### src/rtl/rst_seq_gen.sv
// rst_seq_gen -- lock-qualified, staged reset release sequencer.
//
// Waits until every clock-lock indicator has been stable high for a hold
// window, then releases the active-low downstream resets one channel at a
// time, lowest index first, with a fixed gap between releases. Any lock
// loss (counted) or software request (not counted) drops every channel
// together and restarts the sequence from IDLE.
//
// Ports
//   sysclk        : single clock, all state on its rising edge
//   sysrst        : asynchronous active-high reset
//   lock_in       : asynchronous lock indicators, all must be high
//   sw_rst_req    : synchronous single-cycle request to re-run the sequence
//   arstn         : active-low reset per downstream domain, bit 0 first
//   done          : high once every channel is released
//   state         : FSM state (IDLE=0, HOLD=1, RELEASE=2, RUN=3)
//   lock_loss_cnt : saturating count of lock-loss events
//
// state   | meaning
// --------+-------------------------------------------------------------
// IDLE    | all channels held in reset, waiting for lock_ok
// HOLD    | lock_ok seen, counting the hold window before first release
// RELEASE | releasing remaining channels, one per C_STAGE_GAP cycles
// RUN     | all channels released, done high

module rst_seq_gen #(
   parameter int C_NUM_RST     = 3,
   parameter int C_LOCK_WIDTH  = 2,
   parameter int C_SYNC_STAGES = 2,
   parameter int C_HOLD_CYCLES = 16,
   parameter int C_STAGE_GAP   = 4
) (
   input  logic                    sysclk,
   input  logic                    sysrst,
   input  logic [C_LOCK_WIDTH-1:0] lock_in,
   input  logic                    sw_rst_req,
   output logic [C_NUM_RST-1:0]    arstn,
   output logic                    done,
   output logic [1:0]              state,
   output logic [7:0]              lock_loss_cnt
);

   localparam int HW = (C_HOLD_CYCLES > 1) ? $clog2(C_HOLD_CYCLES) : 1;
   localparam int GW = (C_STAGE_GAP   > 1) ? $clog2(C_STAGE_GAP)   : 1;
   localparam int CW = (C_NUM_RST     > 1) ? $clog2(C_NUM_RST)     : 1;

   localparam logic [HW-1:0] LP_HOLD_TC = HW'(C_HOLD_CYCLES - 1);
   localparam logic [GW-1:0] LP_GAP_TC  = GW'(C_STAGE_GAP - 1);
   localparam logic [CW-1:0] LP_LAST_CH = CW'(C_NUM_RST - 1);

   typedef enum logic [1:0] {
      ST_IDLE    = 2'd0,
      ST_HOLD    = 2'd1,
      ST_RELEASE = 2'd2,
      ST_RUN     = 2'd3
   } state_t;

   logic [C_LOCK_WIDTH-1:0] r_sync [C_SYNC_STAGES];
   logic                    w_lock_ok;

   state_t                  r_state;
   logic [C_NUM_RST-1:0]    r_arstn;
   logic                    r_done;
   logic [7:0]              r_lock_loss_cnt;
   logic [HW-1:0]           r_hold_cnt;
   logic [GW-1:0]           r_gap_cnt;
   logic [CW-1:0]           r_ch_idx;   // next channel to release

   always_ff @(posedge sysclk or posedge sysrst) begin
      if (sysrst) begin
         for (int i = 0; i < C_SYNC_STAGES; i++) begin
            r_sync[i] <= '0;
         end
      end else begin
         r_sync[0] <= lock_in;
         for (int i = 1; i < C_SYNC_STAGES; i++) begin
            r_sync[i] <= r_sync[i-1];
         end
      end
   end

   assign w_lock_ok = &r_sync[C_SYNC_STAGES-1];

   always_ff @(posedge sysclk or posedge sysrst) begin
      if (sysrst) begin
         r_state         <= ST_IDLE;
         r_arstn         <= '0;
         r_done          <= 1'b0;
         r_lock_loss_cnt <= '0;
         r_hold_cnt      <= '0;
         r_gap_cnt       <= '0;
         r_ch_idx        <= '0;
      end else if (r_state == ST_IDLE) begin
         // sw_rst_req is deliberately ignored here: nothing is released yet
         if (w_lock_ok) begin
            r_state    <= ST_HOLD;
            r_hold_cnt <= '0;
         end
      end else if (!w_lock_ok || sw_rst_req) begin
         // Abort: all channels back into reset together. A lock loss wins
         // over a coincident software request, so it is still counted.
         r_state    <= ST_IDLE;
         r_arstn    <= '0;
         r_done     <= 1'b0;
         r_hold_cnt <= '0;
         r_gap_cnt  <= '0;
         r_ch_idx   <= '0;
         if (!w_lock_ok && (r_lock_loss_cnt != 8'hFF)) begin
            r_lock_loss_cnt <= r_lock_loss_cnt + 8'd1;
         end
      end else begin
         case (r_state)
            ST_HOLD: begin
               if (r_hold_cnt == LP_HOLD_TC) begin
                  r_arstn[0] <= 1'b1;
                  r_hold_cnt <= '0;
                  if (C_NUM_RST == 1) begin
                     r_done  <= 1'b1;
                     r_state <= ST_RUN;
                  end else begin
                     r_state   <= ST_RELEASE;
                     r_gap_cnt <= '0;
                     r_ch_idx  <= CW'(1);
                  end
               end else begin
                  r_hold_cnt <= r_hold_cnt + HW'(1);
               end
            end
            ST_RELEASE: begin
               if (r_gap_cnt == LP_GAP_TC) begin
                  r_gap_cnt          <= '0;
                  r_arstn[r_ch_idx]  <= 1'b1;
                  if (r_ch_idx == LP_LAST_CH) begin
                     r_done  <= 1'b1;
                     r_state <= ST_RUN;
                  end else begin
                     r_ch_idx <= r_ch_idx + CW'(1);
                  end
               end else begin
                  r_gap_cnt <= r_gap_cnt + GW'(1);
               end
            end
            default: begin
            end
         endcase
      end
   end

   assign arstn         = r_arstn;
   assign done          = r_done;
   assign state         = r_state;
   assign lock_loss_cnt = r_lock_loss_cnt;

endmodule

### config.mk
export PLATFORM = sky130hd
export DESIGN_NAME = rst_seq_gen
export DESIGN_NICKNAME = d
export VERILOG_FILES = /design/src/rtl/rst_seq_gen.sv
export SDC_FILE = /design/constraint.sdc
export NUM_CORES = 1
export LEC_CHECK = 0
export ABC_AREA = 0
export CELL_PAD_IN_SITES_DETAIL_PLACEMENT = 0
export CELL_PAD_IN_SITES_GLOBAL_PLACEMENT = 1
export CORE_MARGIN = 1.5
export CORE_UTILIZATION = 45
export DETAILED_ROUTE_END_ITERATION = 6
export GPL_TIMING_DRIVEN = 0
export HOLD_SLACK_MARGIN = 0.03
export PLACE_DENSITY = 0.83
export SLEW_MARGIN = 10
export SYNTH_ARGS = -nofsm -noshare
export SYNTH_HDL_FRONTEND = slang
export SYNTH_SLANG_ARGS = --single-unit
### constraint.sdc
create_clock -name sysclk -period 3.4 [get_ports sysclk]
set_input_delay 0.68 -clock sysclk [delete_from_list [all_inputs] [get_ports sysclk]]
set_output_delay 0.68 -clock sysclk [all_outputs]
set_load 0.01 [all_outputs]
Word level (Yosys, flattened, before mapping)
Index checks and enable logic that the tools add are counted.
{ "classes": {"add_sub_neg": 4, "order_cmp": 2, "n_eq_ne": 13, "muxes": 32, "bitwise": 2, "n_reduce_logical": 20} }
{ "op_table": {"columns": ["op", "count"], "rows": [
  ["two-way mux 2 bit", 14],
  ["two-way mux 4 bit", 5],
  ["inequality test 4 bit (second input constant)", 3],
  ["case mux 2 bit (2 select lines)", 3],
  ["AND reduction 5 bit", 2],
  ["inequality test 3 bit (second input constant)", 3],
  ["AND reduction 3 bit", 3],
  ["adder 8 x 1 -> 8 bit (second input constant)", 1],
  ["inequality test 8 bit (second input constant)", 1],
  ["AND reduction 4 bit", 2],
  ["== test 2 bit (second input constant)", 3],
  ["two-way mux 1 bit", 6],
  ["two-way mux 3 bit", 2],
  ["nonzero test 2 bit", 3],
  ["nonzero test 3 bit", 2],
  ["adder 2 x 1 -> 2 bit (second input constant)", 2],
  ["adder 4 x 1 -> 4 bit (second input constant)", 1],
  ["== test 4 bit (second input constant)", 1],
  ["AND reduction 2 bit", 2],
  ["nonzero test 4 bit", 1],
  ["less-than comparator 2 x 3 -> 1 bit (second input constant)", 1],
  ["bitwise OR 3 bit", 1],
  ["demux 1 bit (select 2 bit)", 1],
  ["== test 2 x 1 -> 1 bit (second input constant)", 1],
  ["8 further kinds", 9]
]} }
{ "word_totals": {"reg_bits": 26, "in_bits": 5, "output_inout_bits": 14, "elab_cells": 83} }

Logic depth before layout (Yosys ltp)
Gate-level depths: netlist of run 1.
{ "logic_depth": {"depth_word": 8, "depth_mapped": 7, "mapped_depth_nobuf": 6} }

Least setup slack after synthesis of run 1
Ideal clock, no wire load.
{ "synth_timing": {"path_type": "flip-flop to flip-flop", "startpoint": "register r_state[0] (netlist: state[0])", "endpoint": "register r_hold_cnt[3]", "t_arrival_ps": 1641, "t_required_ps": 3318, "setup_slack_ps": 1678, "path_stages_with_launch": 8, "n_path_buf": 1, "period_less_slack_ps": 1722, "cell_sequence": "dfrtp_1 -> inv_1 -> ha_1 -> buf_6 -> and4bb_2 -> and2_4 -> a41oi_1 -> a31oi_1"} }
{ "synth_between": {"elab_chain_cells": 3, "word_cells_on_any_way": 6} }
{ "synth_lines": {"columns": ["element", "line_no", "source"], "rows": [
  ["from (decl)", "61", "state_t r_state;"],
  ["from (signal assigned)", "86", "r_state <= ST_IDLE;"],
  ["from (signal assigned)", "96", "r_state <= ST_HOLD;"],
  ["from (signal assigned)", "102", "r_state <= ST_IDLE;"],
  ["== test 2 x 1 -> 1 bit / logical NOT 2 bit (equally long branches)", "112, 93", null],
  ["nonzero test 3 bit (no source line) / inequality test 2 bit (equally long branches)", null, null],
  ["AND reduction 2 bit (no source line)", null, null],
  ["to (signal assigned)", "126", "r_hold_cnt <= r_hold_cnt + HW'(1);"],
  ["to (decl)", "65", "logic [HW-1:0] r_hold_cnt;"]
]} }
Parallel ways exist; a longest one is shown, timed or not.
A chain may end at the register's enable or synchronous reset.

Worst setup path in the final report of run 1
{ "layout_timing": {"startpoint": "register r_state[0] (netlist: state[0])", "endpoint": "output port state[0]"} }
{ "layout_lines": {"columns": ["element", "line_no", "source"], "rows": [
  ["to (decl)", "39", "output logic [1:0] state,"]
]} }
No word-level cell between the ends.

==> impl_results.md, run 1 <==
* Worst-path cell chain: clkdlybuf4s50_1
* Synth Instances at 137
* Register area share after synthesis at 46.5%
* Endpoint type of the worst setup path: output pin
* Sequential share of power at 44.5%
* Most frequent cells in the layout: dfrtp_1, clkdlybuf4s50_1, nand2_1
* Post-Syn Nets at 153
* Max Fclk at 475 MHz
* Setup TNS at 0 ps
* Global-route wire length before repair at 4500 µm
* Critical Path Fanout Max at 9
* Leading cell type in the layout, fill and taps excluded: dfrtp_1
* N_diodes at 0
* DRC viols at 0
* Routed vias/inst at 5.84
* Die area at 3450 µm²
* Register Area at 651 µm²
* Chip width at 58.8 µm
* Total congestion overflow at 0
* Antenna Nets Post-Route at 0
* Row count at 20
* H-tree level count at 1
* Pins Over Slew Limit at 0
* Initial Utilization at 46.6%
* Critical path type: flip-flop to output pin
* Power density cells at 611 nW/µm²
* Post-synth EDFFs at 0
* Crit-path slowest cell: clkdlybuf4s50_1
* Synthesized area per cell at 10.2 µm²
* Top delay family on crit path: buffers and inverters
* Max cap viols at 0
* CTS Sinks at 26
* Leading area contributor after synthesis: dfrtp_1
* Area grow syn2layout at 17.4%
* Startpoint Class: flip-flop
* Post-CTS setup buffer count at 0
* Share of layout cells above drive strength 1 at 6.96%
* Main synth FF type: dfrtp_1
* CTS tree: yes
* Min Tclk post-route at 2100 ps
* Crit path DAT at 1420 ps
* CTS clk-pin slew, worst paths at 140 ps
* Worst path bufs/invs at 1
* Leakage power at 0.716 nW
* Total number of vias at 1,116
* Initial antenna violation count at 0
* I/O Pins at 19
* Multi-input gate area in the final layout at 699 µm²
* Post-route setup slack at 1300 ps
* Drt total wl at 2650 µm
* Maximum clock insertion buffer count at 2
* Final Cell Area at 1640 µm²
* Critical Path Max Stage Delay at 590 ps
* Syn Std Cell Area at 1400 µm²
* Hold buffers post-CTS at 0
* Slew HR at 35.4%
* Setup violators final at 0
* Final-stage net count at 176
* Core ar. at 3000 µm²
* Synth unique cells at 34
* Clk_skew at 4.83 ps
* Wire length per cell at 13.9 µm
* Tightest Hold Check Type: flip-flop to flip-flop
* Worst Max-Slew Pin Slew at 968 ps
* Cell Area, Placed at 1620 µm²
* Routability congestion estimate at 0.772
* Final hold vios at 0
* Net Sw Power at 0.376 mW
* Period utilization at 61.9%
* CTS resizes at 0
* Clock share of power at 12.8%
* Seq cells post-synth at 26
* Synth warnings at 0
* Synth top area cells: dfrtp_1, ha_1, nand2_1
* Part of the power in combinational logic at 42.7%
* Die height at 58.8 µm
* Post-Place Setup Slack at 1340 ps
* Post-synth top area share at 46.5%
* DRT iter0 DRCs at 24
* Int Pwr at 0.628 mW
* Largest net degree at the start of global routing at 27
* Clk_lat worst skew at 320 ps
* Fillers at 274
* Pre-antenna DRT Iters at 4
* Post-DP HPWL at 1930 µm
* Number of global-route vias before repair at 1,075
* Share of synthesized registers carrying an async set or reset at 100%
* Switching part of the total power at 37.5%
* Status: completed
* CTS root buffer: clkbuf_4
* Cts bufs inserted at 3
* Worst Path Required at 2720 ps
* Total GRT Usage at 16.6%
* Worst vdd ir at 0.349 mV
* Unrepaired setup endpoints after global routing: false
* # port buffers at 18
## stage by stage
| stage | utilization (%) | cells | hold slack [ps] | power [mW] |
|---|---|---|---|---|
| 6_report | 54.7 | 191 | 362 | 1.00 |
| 4_1_cts | 54.7 | 191 | 367 | 1.02 |
| 3_5_place_dp | 54.0 | 188 | 336 | 0.881 |
| 3_3_place_gp | 54.0 | 188 | 336 | 0.874 |
| 5_1_grt | 54.7 | 191 | 382 | 1.08 |
| 2_1_floorplan | - | 137 | 331 | 0.717 |
## cell usage after synthesis (3+ instances only)
cell type,count
nand2_1,14
dfrtp_1,26
inv_1,10
ha_1,11
mux2i_1,3
a21oi_1,7
o21ai_0,10
nand4_1,6
nor2_1,8
a31oi_1,7
nand3_1,5
## power groups by stage
stage                     sequential, mW  combinational [mW]  clock, mW
after floorplan                    0.459               0.258          0
after global placement             0.449               0.425          0
after detailed placement           0.451               0.430          0
after CTS                          0.447               0.435      0.136
after global routing               0.461               0.474      0.146
final                              0.447               0.428      0.129
## registers in the layout, summed over array words and instances (netlist names)
signal / flops
r_gap_cnt: 2
r_sync: 4
r_ch_idx: 2
r_hold_cnt: 4
lock_loss_cnt: 8
arstn: 3
done: 1
state: 2
## layer usage
| metal | global-route usage, % | vias to the layer above | wire length (µm) |
|---|---|---|---|
| met5 | 0 | - | 0 |
| met4 | 6.82 | 0 | 42 |
| met3 | 1.98 | 5 | 88 |
| met2 | 30.0 | 21 | 1290 |
| met1 | 19.8 | 550 | 1230 |
| li1 | - | 540 | - |
## logic make-up after synthesis
group,count (synthesis),synth area share (%)
xor+xnor,2,1.25
buf+inv,11,3.49
compound gates,37,18.0
fa+ha+maj,11,9.84
mux,5,3.76
flops,26,46.5
simple gates,45,17.2
## worst paths after layout
check	startpoint	to	slack [ps]	cells past startpoint
min in group asynchronous	sysrst	r_gap_cnt[0]	870	2
min reg2reg	r_sync[3]	r_sync[1]	360	0
min	r_sync[3]	r_sync[1]	360	0
max reg2reg	state[0]	r_hold_cnt[3]	1520	7
max	state[0]	state[0]	1300	1
max in group asynchronous	sysrst	r_hold_cnt[1]	1950	2
## area by class of cell
class | instances | share of cell area, %
Inverter | 10 | 2.28
Buffer | 1 | 0.685
Timing Repair Buffer | 18 | 11.0
Tap cell | 33 | 2.51
Sequential cell | 26 | 39.6
Multi-Input combinational cell | 100 | 42.6
Clock buffer | 3 | 1.37
(Power assumes the default switching activity.)
==> run 2: changes to the inputs <==
--- a/config.mk
+++ b/config.mk
@@ -9,11 +9,11 @@
 export CELL_PAD_IN_SITES_DETAIL_PLACEMENT = 0
 export CELL_PAD_IN_SITES_GLOBAL_PLACEMENT = 1
 export CORE_MARGIN = 1.5
-export CORE_UTILIZATION = 45
+export CORE_UTILIZATION = 42
 export DETAILED_ROUTE_END_ITERATION = 6
 export GPL_TIMING_DRIVEN = 0
 export HOLD_SLACK_MARGIN = 0.03
-export PLACE_DENSITY = 0.83
+export PLACE_DENSITY = 0.78
 export SLEW_MARGIN = 10
 export SYNTH_ARGS = -nofsm -noshare
 export SYNTH_HDL_FRONTEND = slang
==> constraint.sdc (replaced) <==
create_clock -name sysclk -period 2 [get_ports sysclk]
set_input_delay 0.4 -clock sysclk [delete_from_list [all_inputs] [get_ports sysclk]]
set_output_delay 0.4 -clock sysclk [all_outputs]
set_load 0.01 [all_outputs]
==> impl_results.md, run 2 (synthesis gave the netlist of run 1 again) <==
* Status: completed (unchanged)
* Slew HR at 35.2% (was 35.4%)
* Clk_skew at 2.73 ps (was 4.83 ps)
* Critical path type: flip-flop to flip-flop (was flip-flop to output pin)
* Worst Path Required at 2250 ps (was 2720 ps)
* Initial Utilization at 45.1% (was 46.6%)
* Period utilization at 93.2%
* Row count at 20 (unchanged)
* Die height at 60.7 µm (was 58.8 µm)
* Leading cell type in the layout, fill and taps excluded: dfrtp_1 (unchanged)
* Cts bufs inserted at 3 (unchanged)
* Area grow syn2layout at 18.4% (was 17.4%)
* Max reg flops at 8 (unchanged)
* Total GRT Usage at 16.7% (was 16.6%)
* Wire length per cell at 13.4 µm (was 13.9 µm)
* Pins Over Slew Limit at 0 (unchanged)
* CTS clk-pin slew, worst paths at 130 ps (was 140 ps)
* Share of layout cells above drive strength 1 at 6.96% (unchanged)
* Total number of vias at 1,099 (was 1,116)
* Critical Path Fanout Max at 10 (was 9)
* Total congestion overflow at 0 (unchanged)
* Tightest Hold Check Type: flip-flop to flip-flop (unchanged)
* Endpoint type of the worst setup path: flip-flop (was output pin)
* Post-route setup slack at 136 ps (was 1300 ps)
* Final hold vios at 0 (unchanged)
* Global-route wire length before repair at 4600 µm (was 4500 µm)
* CTS resizes at 0 (unchanged)
* Hold slack at 364 ps (was 362 ps)
* CTS tree: yes (unchanged)
* Number of global-route vias before repair at 1,077 (was 1,075)
* Final-stage net count at 176 (unchanged)
* Max Fclk at 536 MHz
* Die area at 3690 µm² (was 3450 µm²)
* DRC viols at 0 (unchanged)
* Hold buffers post-CTS at 0 (unchanged)
* I/O Pins at 19 (unchanged)
* Max cap viols at 0 (unchanged)
* Chip width at 60.7 µm (was 58.8 µm)
* CTS root buffer: clkbuf_4 (unchanged)
* DP Cell Count at 199 (was 188)
* Leakage power at 0.716 nW (unchanged)
* Power density cells at 1030 nW/µm² (was 611 nW/µm²)
* Non-filler cells, final at 202 (was 191)
* Min Tclk post-route at 1860 ps
* CTS Sinks at 26 (unchanged)
* Post-CTS setup buffer count at 0 (unchanged)
* Core Util, Final at 53.4% (was 54.7%)
* Most frequent cells in the layout: dfrtp_1, clkdlybuf4s50_1, nand2_1 (unchanged)
* Startpoint Class: flip-flop (unchanged)
* Drt total wl at 2700 µm (was 2650 µm)
* Antenna Nets Post-Route at 0 (unchanged)
* Pre-antenna DRT Iters at 4 (unchanged)
* Post-DP HPWL at 1980 µm (was 1930 µm)
* N_diodes at 0 (unchanged)
* Post-Place Setup Slack at 158 ps (was 1340 ps)
* Setup violators final at 0 (unchanged)
* Core ar. at 3100 µm² (was 3000 µm²)
* Crit path DAT at 2110 ps (was 1420 ps)
* Clk_lat worst skew at 310 ps (was 320 ps)
* Routed vias/inst at 5.44 (was 5.84)
* Routability congestion estimate at 0.763 (was 0.772)
* Initial antenna violation count at 0 (unchanged)
* Maximum clock insertion buffer count at 2 (unchanged)
* Worst vdd ir at 0.550 mV (was 0.349 mV)
* DRT iter0 DRCs at 59 (was 24)
* # port buffers at 18 (unchanged)
* Largest net degree at the start of global routing at 27 (unchanged)
* Setup TNS at 0 ps (unchanged)
* Unrepaired setup endpoints after global routing: false (unchanged)
* H-tree level count at 1 (unchanged)
* Worst Max-Slew Pin Slew at 971 ps (was 968 ps)
==> run 2: cell counts in the layout (fill, tap and decap cells not counted) <==
Identical to the previous run, type by type.
==> run 2: metrics by stage <==
stage	instance area, µm²	total power [mW]
after floorplan	1400	1.22
after detailed placement	1630	1.50
final	1660	1.71
after CTS	1660	1.74
after global routing	1660	1.84
after global placement	1630	1.49
==> run 2: per-layer routing <==
metal	vias to the layer above	global-route usage (%)	wire (µm)
li1	545	-	-
met1	530	21.3	1280
met2	20	27.0	1300
met4	0	8.70	51
met3	4	2.99	70
met5	-	0	0
==> run 2: worst max-delay path, stage by stage, from the launching register on <==
cell,delay [ps]
dfrtp_1,520
inv_1,130
ha_1,230
buf_6,140
and4bb_2,340
and2_4,170
a41oi_1,110
a31oi_1,150
==> run 2: path summary, 6_finish.rpt <==
check / start / to / slack (ps) / cells after the start
min: r_sync[2] / r_sync[0] / 360 / 0
min reg2reg: r_sync[2] / r_sync[0] / 360 / 0
max in group asynchronous: sysrst / arstn[2] / 820 / 2
max: state[0] / r_hold_cnt[3] / 140 / 7
max reg2reg: state[0] / r_hold_cnt[3] / 140 / 7
min in group asynchronous: sysrst / r_hold_cnt[1] / 590 / 2
==> run 2: cell type report <==
| class | instances | area, µm² |
|---|---|---|
| sequential | 26 | 651 |
| buffer | 1 | 11.3 |
| inverter | 10 | 37.5 |
| clock buffer | 3 | 22.5 |
| tap | 44 | 55.1 |
| multi-input combinational | 100 | 699 |
| timing repair buffer | 18 | 180 |
| fill | 305 | 1450 |
==> run 2: report_power, final <==
group / total, mW / switching [mW] / leakage (nW) / internal [mW]
clock: 0.212 / 0.142 / 0.0138 / 0.0706
sequential: 0.761 / 0.138 / 0.340 / 0.623
combinational: 0.735 / 0.360 / 0.362 / 0.375
total: 1.71 / 0.640 / 0.716 / 1.07
==> run 3: changes to the inputs <==
--- a/config.mk
+++ b/config.mk
@@ -6,14 +6,17 @@
 export NUM_CORES = 1
 export LEC_CHECK = 0
 export ABC_AREA = 0
+export ABC_CLOCK_PERIOD_IN_PS = 2000
+export CAP_MARGIN = 40
 export CELL_PAD_IN_SITES_DETAIL_PLACEMENT = 0
 export CELL_PAD_IN_SITES_GLOBAL_PLACEMENT = 1
 export CORE_MARGIN = 1.5
-export CORE_UTILIZATION = 42
+export CORE_UTILIZATION = 48
 export DETAILED_ROUTE_END_ITERATION = 6
+export DONT_BUFFER_PORTS = 1
 export GPL_TIMING_DRIVEN = 0
 export HOLD_SLACK_MARGIN = 0.03
-export PLACE_DENSITY = 0.78
+export PLACE_DENSITY = 0.77
 export SLEW_MARGIN = 10
 export SYNTH_ARGS = -nofsm -noshare
 export SYNTH_HDL_FRONTEND = slang
==> impl_results.md, run 3 (synthesis gave the netlist of run 1 again) <==
* H-tree level count at 1 (unchanged)
* Pins Over Slew Limit at 0 (unchanged)
* Initial antenna violation count at 0 (unchanged)
* Total number of vias at 1,040 (was 1,099)
* Power density cells at 1060 nW/µm² (was 1030 nW/µm²)
* Die height at 57.0 µm (was 60.7 µm)
* Critical path type: flip-flop to flip-flop (unchanged)
* Status: completed (unchanged)
* CTS clk-pin slew, worst paths at 140 ps (was 130 ps)
* Post-DP HPWL at 1940 µm (was 1980 µm)
* # port buffers at 0 (was 18)
* Row count at 19 (was 20)
* Clk_lat worst skew at 320 ps (was 310 ps)
* Register Area at 653 µm² (was 651 µm²)
* Startpoint Class: flip-flop (unchanged)
* Routed vias/inst at 5.98 (was 5.44)
* Total Power at 1.61 mW (was 1.71 mW)
* Tightest Hold Check Type: input pin to flip-flop (was flip-flop to flip-flop)
* I/O Pins at 19 (unchanged)
* Chip width at 57.0 µm (was 60.7 µm)
* Post-CTS setup buffer count at 0 (unchanged)
* Reg2Reg Depth at 7 (unchanged)
* Multi-input gate area in the final layout at 702 µm² (was 699 µm²)
* Setup violators final at 0 (unchanged)
* Number of global-route vias before repair at 1,046 (was 1,077)
* Slew HR at 69.5% (was 35.2%)
* Critical Path Max Stage Delay at 500 ps (was 520 ps)
* Initial Utilization at 50.7% (was 45.1%)
* Crit path DAT at 2070 ps (was 2110 ps)
* Most frequent cells in the layout: dfrtp_1, nand2_1, o21ai_0, inv_1, ha_1 (was dfrtp_1, clkdlybuf4s50_1, nand2_1)
* Period utilization at 91.2% (was 93.2%)
* Worst Max-Slew Pin Slew at 458 ps (was 971 ps)
* Global-route wire length before repair at 4490 µm (was 4600 µm)
* Max Fclk at 548 MHz (was 536 MHz)
* Reg2reg setup slack at 180 ps (was 140 ps)
* Largest net degree at the start of global routing at 18 (was 27)
* Crit-path slowest cell: dfrtp_2 (was dfrtp_1)
* CTS tree: yes (unchanged)
* Wire length per cell at 14.7 µm (was 13.4 µm)
* Critical Path Fanout Max at 10 (unchanged)
* Final hold vios at 0 (unchanged)
* Max cap viols at 0 (unchanged)
* Area grow syn2layout at 8.41% (was 18.4%)
* Die area at 3250 µm² (was 3690 µm²)
* Min Tclk post-route at 1820 ps (was 1860 ps)
* Post-route setup slack at 176 ps (was 136 ps)
* Endpoint type of the worst setup path: flip-flop (unchanged)
* Drt total wl at 2560 µm (was 2700 µm)
* N_diodes at 0 (unchanged)
* Critical path endpoint: r_hold_cnt[3] (unchanged)
* Cts bufs inserted at 3 (unchanged)
* Worst-path cell chain: inv_1, ha_1, buf_6, and4bb_2, and2_4, a41oi_1, a31oi_1 (unchanged)
* CTS Sinks at 26 (unchanged)
* Leakage power at 0.669 nW (was 0.716 nW)
* R2R Path Start: state[0] (unchanged)
* Unrepaired setup endpoints after global routing: false (unchanged)
* Hold Path Depth at 0 (unchanged)
* Clk_skew at 7.67 ps (was 2.73 ps)
* Share of layout cells above drive strength 1 at 11.2% (was 6.96%)
* Maximum clock insertion buffer count at 2 (unchanged)
* Worst vdd ir at 0.772 mV (was 0.550 mV)
* Routability congestion estimate at 0.757 (was 0.763)
* Final-stage net count at 160 (was 176)
* Reg-to-Reg End: r_hold_cnt[3] (unchanged)
* Pre-antenna DRT Iters at 4 (unchanged)
* DRC viols at 0 (unchanged)
* Leading cell type in the layout, fill and taps excluded: dfrtp_1 (unchanged)
* Antenna Nets Post-Route at 0 (unchanged)
* CTS root buffer: clkbuf_4 (unchanged)
* Total GRT Usage at 17.7% (was 16.7%)
* Post-Place Setup Slack at 82.4 ps (was 158 ps)
* Total congestion overflow at 0 (unchanged)
* Worst Setup SP: state[0] (unchanged)
* DRT iter0 DRCs at 39 (was 59)
* Max reg flops at 8 (unchanged)
* Worst Path Required at 2250 ps (about the same)
* Setup TNS at 0 ps (unchanged)
* Fillers at 248 (was 305)
* Core ar. at 2760 µm² (was 3100 µm²)
-- run 3: worst max-delay path, delay by kind of cell (launching register included) --
family | cells | cell delay, ps
buffers and inverters | 2 | 250
and+or+nand+nor | 2 | 510
AOI/OAI and AO/OA | 2 | 270
adders and majority gates | 1 | 210
DFF | 1 | 500
-- run 3: metrics by stage --
| step | cell area [µm²] | cells | utilization, % | hold slack (ps) |
|---|---|---|---|---|
| 2_1_floorplan | 1400 | 137 | - | 331 |
| 4_1_cts | 1510 | 174 | 54.8 | 83.2 |
| 6_report | 1520 | 174 | 55.0 | 93.4 |
| 5_1_grt | 1520 | 174 | 55.0 | 65.8 |
| 3_3_place_gp | 1440 | 168 | 52.1 | 335 |
| 3_5_place_dp | 1470 | 169 | 53.1 | 320 |
-- run 3: timing repair --
action | in CTS | in global routing
resized for setup | 0 | 3
endpoints found under the hold margin | 9 | 0
hold buffers | 1 | 0
setup endpoints to repair | 0 | 7
-- run 3: how the worst min path moves through the flow --
| stage | startpoint | endpoint |
|---|---|---|
| 2_1_floorplan | r_sync[2] | r_sync[0] |
| 3_3_place_gp | r_sync[3] | r_sync[1] |
| 3_5_place_dp | sysrst | r_sync[0] |
| 4_1_cts | lock_in[0] | r_sync[2] |
| 5_1_grt | lock_in[0] | r_sync[2] |
| 6_report | lock_in[0] | r_sync[2] |
-- run 3: layout make-up --
class	count	area share, %
Timing Repair Buffer	2	2.48
Multi-Input combinational cell	100	46.3
Tap cell	31	2.56
Clock buffer	4	2.39
Buffer	1	0.743
Inverter	10	2.48
Sequential cell	26	43.1
-- run 3: report_power, final --
part | internal (mW) | switching (mW) | total [mW]
Clock | 0.111 | 0.153 | 0.265
Combinational | 0.245 | 0.292 | 0.537
Sequential | 0.625 | 0.183 | 0.809
Total | 0.982 | 0.629 | 1.61
-- run 3: metal layers --
layer	share of wire, %	track usage [%]	vias to the layer above	wire (µm)
met5	0	0	-	0
met4	1.4	7.31	0	36
met2	49	30.2	21	1260
met1	45	21.9	502	1160
li1	-	-	512	-
met3	4.0	3.63	5	102
